**src/rtl/candle_pkg.sv**
```systemverilog
// Shared defaults, per-candle action encoding and elaboration helpers for the
// candle array controller.
`ifndef CANDLE_PKG_SV
`define CANDLE_PKG_SV

// True when a cntw-bit down-counter can hold burn-1.
`define CANDLE_CNT_W_OK(burn, cntw) ((64'd1 << (cntw)) >= 64'(burn))

package candle_pkg;

   localparam int CANDLE_DEF_N    = 8;
   localparam int CANDLE_DEF_BURN = 1000;

   typedef enum logic [2:0] {
      ACT_HOLD,
      ACT_BLOW,
      ACT_CLEAR,
      ACT_SET,
      ACT_EXPIRE
   } candle_act_e;

   function automatic int clog2(input int value);
      int result;
      result = 0;
      while ((64'd1 << result) < 64'(value)) begin
         result = result + 1;
      end
      return result;
   endfunction

   // Resolves competing requests for one candle, highest priority first.
   function automatic candle_act_e candle_next_act(input logic blow,
                                                   input logic clr_hit,
                                                   input logic set_hit,
                                                   input logic expired);
      if (blow) begin
         return ACT_BLOW;
      end else if (clr_hit) begin
         return ACT_CLEAR;
      end else if (set_hit) begin
         return ACT_SET;
      end else if (expired) begin
         return ACT_EXPIRE;
      end
      return ACT_HOLD;
   endfunction

endpackage

`endif

```
**src/rtl/candle_burn_timer.sv**
```systemverilog
// Per-candle burn down-counter: loads on light, counts while lit and flags
// expiry when it reaches zero while still running.
module candle_burn_timer #(
   parameter int BURN_CYCLES = 1000,
   parameter int CNT_W       = 10
) (
   input  logic sys_clk,
   input  logic clr_async,
   input  logic load,
   input  logic run,
   input  logic kill,
   output logic expired
);

   logic [CNT_W-1:0] cnt_q;
   logic [CNT_W-1:0] cnt_d;

   assign expired = run && (cnt_q == '0);

   // The counter parks at zero once expired; the owner drops 'run' next cycle.
   always_comb begin
      cnt_d = cnt_q;
      if (kill) begin
         cnt_d = '0;
      end else if (load) begin
         cnt_d = CNT_W'(BURN_CYCLES - 1);
      end else if (run && (cnt_q != '0)) begin
         cnt_d = cnt_q - CNT_W'(1);
      end
   end

   always_ff @(posedge sys_clk or posedge clr_async) begin
      if (clr_async) begin
         cnt_q <= '0;
      end else begin
         cnt_q <= cnt_d;
      end
   end

endmodule

```
**src/rtl/candle_array_ctrl.sv**
```systemverilog
// N-channel candle set/clear controller with optional per-candle burn timers,
// global extinguish and combinational lit-count status.
module candle_array_ctrl
   import candle_pkg::*;
#(
   parameter int NUM_CANDLES = CANDLE_DEF_N,
   parameter int POS_W       = 3,
   parameter bit AUTO_BURN   = 1'b1,
   parameter int BURN_CYCLES = CANDLE_DEF_BURN,
   parameter int CNT_W       = 10
) (
   input  logic                   sys_clk,
   input  logic                   clr_async,
   input  logic [POS_W-1:0]       pos_to_set,
   input  logic                   set_enable,
   input  logic [POS_W-1:0]       pos_to_clear,
   input  logic                   clear_enable,
   input  logic                   blow_all,
   output logic [NUM_CANDLES-1:0] candle_state,
   output logic [NUM_CANDLES-1:0] burnout,
   output logic [POS_W:0]         lit_count,
   output logic                   all_lit,
   output logic                   any_lit
);

   localparam int LC_W = POS_W + 1;

   if ((POS_W < clog2(NUM_CANDLES)) || !(`CANDLE_CNT_W_OK(BURN_CYCLES, CNT_W))) begin : g_param_err
      $error("candle_array_ctrl: POS_W or CNT_W too narrow for NUM_CANDLES/BURN_CYCLES");
   end

   logic [NUM_CANDLES-1:0] state_q, state_d;
   logic [NUM_CANDLES-1:0] burnout_q, burnout_d;
   logic [NUM_CANDLES-1:0] set_hit, clr_hit;
   logic [NUM_CANDLES-1:0] expired, timer_load, timer_kill;

   // Out-of-range positions simply match no channel and are dropped here.
   always_comb begin
      set_hit = '0;
      clr_hit = '0;
      for (int i = 0; i < NUM_CANDLES; i++) begin
         set_hit[i] = set_enable   && (pos_to_set   == POS_W'(i));
         clr_hit[i] = clear_enable && (pos_to_clear == POS_W'(i));
      end
   end

   always_comb begin
      state_d    = state_q;
      burnout_d  = '0;
      timer_load = '0;
      timer_kill = '0;
      for (int i = 0; i < NUM_CANDLES; i++) begin
         case (candle_next_act(blow_all, clr_hit[i], set_hit[i], expired[i]))
            ACT_BLOW, ACT_CLEAR: begin
               state_d[i]    = 1'b0;
               timer_kill[i] = 1'b1;
            end
            ACT_SET: begin
               state_d[i]    = 1'b1;
               timer_load[i] = AUTO_BURN;
            end
            ACT_EXPIRE: begin
               state_d[i]   = 1'b0;
               burnout_d[i] = 1'b1;
            end
            default: begin
               state_d[i] = state_q[i];
            end
         endcase
         if (!AUTO_BURN) begin
            timer_kill[i] = 1'b1;
         end
      end
   end

   for (genvar g = 0; g < NUM_CANDLES; g++) begin : g_timer
      candle_burn_timer #(
         .BURN_CYCLES (BURN_CYCLES),
         .CNT_W       (CNT_W)
      ) u_timer (
         .sys_clk   (sys_clk),
         .clr_async (clr_async),
         .load      (timer_load[g]),
         .run       (AUTO_BURN && state_q[g]),
         .kill      (timer_kill[g]),
         .expired   (expired[g])
      );
   end

   always_ff @(posedge sys_clk or posedge clr_async) begin
      if (clr_async) begin
         state_q   <= '0;
         burnout_q <= '0;
      end else begin
         state_q   <= state_d;
         burnout_q <= burnout_d;
      end
   end

   always_comb begin
      lit_count = '0;
      for (int i = 0; i < NUM_CANDLES; i++) begin
         lit_count = lit_count + LC_W'(state_q[i]);
      end
   end

   assign candle_state = state_q;
   assign burnout      = burnout_q;
   assign all_lit      = &state_q;
   assign any_lit      = |state_q;

endmodule

```
**config.mk**
```make
export PLATFORM = sky130hd
export DESIGN_NAME = candle_array_ctrl
export DESIGN_NICKNAME = d
export VERILOG_FILES = /design/src/rtl/candle_pkg.sv /design/src/rtl/candle_burn_timer.sv /design/src/rtl/candle_array_ctrl.sv
export SDC_FILE = /design/constraint.sdc
export NUM_CORES = 1
export LEC_CHECK = 0
export BUFFER_PORTS_ARGS = -buffer_cell sky130_fd_sc_hd__clkbuf_2
export CAP_MARGIN = 40
export CORE_MARGIN = 2
export CORE_UTILIZATION = 55
export CTS_CLUSTER_SIZE = 10
export DETAILED_ROUTE_END_ITERATION = 12
export PLACE_DENSITY_LB_ADDON = 0.05
export SYNTH_ARGS = -nofsm -noshare
export SYNTH_HDL_FRONTEND = slang
export SYNTH_SLANG_ARGS = --single-unit
```
**constraint.sdc**
```tcl
create_clock -name sys_clk -period 3.6 [get_ports sys_clk]
set_clock_uncertainty 0.2 [all_clocks]
set_input_delay 0 -clock sys_clk [delete_from_list [all_inputs] [get_ports sys_clk]]
set_output_delay 0 -clock sys_clk [all_outputs]
set_load 0.03 [all_outputs]
```
==> summary.txt <==
Outcome
  • Status: finished clean

Place
  • GPL Wtd Cong: 0.8565
  • Post-DP HPWL: 9321 um
  • Port Buffers: 32
  • Cell Area, Placed: 6093 um^2

STA
  • Fin Setup TNS: 0 ns
  • Endpoints failing setup: 0
  • Worst slew pin tran: 0.8124 ns
  • Max-Slew Margin vs Limit: 45.34%
  • Max Slew Vio Count: 0
  • Final hold violations: 0
  • RSZ-0062 raised after global routing: no
  • Part of the cycle the worst path needs: 97.27%
  • Post-layout min period: 3.502 ns
  • Achievable Freq: 285.6 MHz

Yosys
  • Ys flop type: dfrtp_1
  • Synth Instances: 611
  • Number of flops mapped to enable cells by yosys: 0
  • Register bit count reported by yosys: 96
  • Synth area leaders: dfrtp_1 41%, ha_1 4.5%, a21oi_1 4.3%, xnor2_1 3.8%, inv_1 2.7%
  • Ys async rst share: 100.0%
  • Synth warn: 0
  • Sequential area share after synthesis: 41.37%
  • Mean Syn Cell Area: 9.504 um^2
  • Syn Nets: 647
  • Netlist Area Pre-Place: 5807 um^2
  • Leading area contributor after synthesis: dfrtp_1
  • Unique cell type count in the Yosys netlist: 58
  • Post-synth top area share: 41.37%

Clock network
  • Clk buf depth: 2
  • Num CTS Buffers: 9
  • CTS tree: yes
  • CTS root buffer: clkbuf_8
  • H-tree levels: 3
  • CTS clk-pin slew, worst paths: 0.09 ns
  • Clock Sink Count: 96
  • Clk Latency, worst-skew pair: 0.37 ns

Floorplan
  • Total Die Area: 11,400 um^2
  • Die height: 106.8 um
  • Die width: 106.8 um
  • Initial Utilization: 56.50%
  • Site row count: 37
  • Core Area: 10,280 um^2
  • IO Pins: 33

Layout
  • Area Growth Syn to Fin: 9.804%
  • Final net count: 676
  • Share of layout cells above drive strength 1: 14.57%
  • Design Area, Final: 6376 um^2
  • Leading cell type in the layout, fill and taps excluded: dfrtp_1
  • Antenna diode count: 0
  • Most frequent cells in the layout: 96 x dfrtp_1, 50 x a21oi_1, 41 x inv_1, 36 x nor2_1, 32 x nand2_1

Hold path
  • Hold Crit Class: primary input to register
  • Min-delay src: pos_to_clear[0]

Global route
  • Total global-route track usage: 23.98%
  • Initial antenna violation count: 0
  • GRT Max-Usage Layer: met2
  • Met1 usage in global routing: 33.33%
  • Vias in the first global route: 4,510
  • Total gr overflow: 0
  • GR Util met2: 38.58%
  • Largest net degree at the start of global routing: 63
  • First-pass GRT wire length: 21,750 um
  • Met3 global-route usage: 3.404%

Detailed routing
  • Vias: 4,773
  • ANT nets after route: 0
  • Routed len/inst: 16.53 um
  • Number of remaining DRC errors: 0
  • Post-Route WL: 12,910 um
  • Initial DRT Pass Iterations: 5
  • Detailed router's first-iteration violation count: 266
  • Vias per cell: 6.111

Critical path
  • CP arrival: 3.30 ns
  • CP required: 3.40 ns
  • CP startpoint: candle_state[0]
  • Critical Setup Path Class: register to output port
  • Critical Path End Type: output port
  • Startpoint types: register
  • Maximum fanout along the worst path: 2
  • Worst r2r src: g_timer[0].u_timer.cnt_q[0]

Power
  • Worst IR Drop VDD: 0.1849 mV
  • P_leak: 2.699 nW
  • Power density over cell area: 382.3 nW/um^2

Job
  • Max Cap Viol: 0
-- power breakdown --
part / internal, W / switching [W]
Sequential: 0.00112 / 0.0000496
Combinational: 0.000169 / 0.000278
Clock: 0.000450 / 0.000371
Total: 0.00174 / 0.000699
-- worst paths after layout --
check | end | slack [ns] | cells after the start
worst min-delay path | g_timer[5].u_timer.cnt_q[0] | 0.03 | 3
worst max-delay path | lit_count[1] | 0.1 | 8
min in group asynchronous | g_timer[7].u_timer.cnt_q[5] | 0.50 | 4
worst min register to register | g_timer[2].u_timer.cnt_q[7] | 0.35 | 2
max in group asynchronous | g_timer[2].u_timer.cnt_q[3] | 1.82 | 6
worst max register to register | g_timer[0].u_timer.cnt_q[1] | 1.13 | 6
-- synth_stat cells (5+ instances only) --
| cell | count |
|---|---|
| or3b_2 | 7 |
| nand4b_1 | 5 |
| xnor2_1 | 25 |
| or4b_2 | 5 |
| inv_1 | 42 |
| a21oi_1 | 50 |
| ha_1 | 21 |
| or2_2 | 7 |
| o21ai_0 | 7 |
| nand4_1 | 7 |
| a31o_2 | 6 |
| mux2i_1 | 9 |
| or3_1 | 13 |
| nor4_1 | 16 |
| clkbuf_1 | 20 |
| nor3b_1 | 9 |
| nand2b_1 | 7 |
| a31oi_1 | 25 |
| nor4b_1 | 5 |
| nor3_1 | 31 |
| buf_4 | 8 |
| or4_1 | 9 |
| a311oi_1 | 11 |
| nand4bb_1 | 5 |
| dfrtp_1 | 96 |
| o31ai_1 | 10 |
| a211oi_1 | 10 |
| nand3_1 | 11 |
| nor2_1 | 36 |
| nand2_1 | 32 |
| nor2b_1 | 6 |
-- cell type report --
class                           count  area, um^2
Clock inverter                      2       60.06
Clock buffer                       14       172.7
Sequential cell                    96        2402
Tap cell                          136       170.2
Fill cell                         882        3901
Timing Repair Buffer               46       294.0
Multi-Input combinational cell    445        3117
Inverter                           42       160.2
-- worst max-delay path, cell delays in order (launching register included) --
cell      delay (ns)
dfrtp_1         0.41
fa_1            0.55
inv_1           0.05
fa_1            0.45
fa_1            0.50
inv_1           0.06
ha_2            0.19
fa_2            0.55
clkbuf_4        0.18
-- routing by layer --
| metal | routed length [um] | part of all wire [%] |
|---|---|---|
| met1 | 5956 | 46 |
| met5 | 0 | 0 |
| met4 | 223 | 1.7 |
| met3 | 470 | 3.6 |
| met2 | 6257 | 48 |
-- sequential cells by signal (all words and copies together) (netlist names) --
name                   cells
burnout                    8
candle_state               8
g_timer.u_timer.cnt_q     80
-- logic make-up (layout without fill, tap and decap cells) --
| kind of cell | after synthesis | after routing | share of synthesized area (%) |
|---|---|---|---|
| simple gates | 236 | 236 | 24.43 |
| flops | 96 | 96 | 41.37 |
| xor+xnor | 29 | 29 | 4.374 |
| compound gates | 142 | 142 | 16.55 |
| buf+inv | 70 | 104 | 5.042 |
| mux | 13 | 13 | 2.327 |
| fa+ha+maj | 25 | 25 | 5.904 |
-- through the flow --
| step | utilization (%) | power (W) | hold slack, ns | instances | worst slack, ns |
|---|---|---|---|---|---|
| floorplan | - | 0.001523 | 0.1265 | 611 | 0.2780 |
| global placement | 58.94 | 0.001616 | 0.08026 | 758 | 0.4287 |
| detailed placement | 59.29 | 0.001632 | -0.2449 | 761 | 0.3524 |
| CTS | 61.99 | 0.002453 | 0.008103 | 781 | 0.01976 |
| global route | 62.04 | 0.002563 | 0.05282 | 781 | 0.01428 |
| finish | 62.04 | 0.002438 | 0.03328 | 781 | 0.09833 |
-- repair_timing --
item / in CTS / in global routing
hold buffers: 4 / 0
pin swaps: 0 / 1
hold endpoints to repair: 109 / 0
buffers inserted: 0 / 0
resized for setup: 2 / 4
endpoints found under the setup margin: 1 / 2
Power figures use the tool's default switching activity.
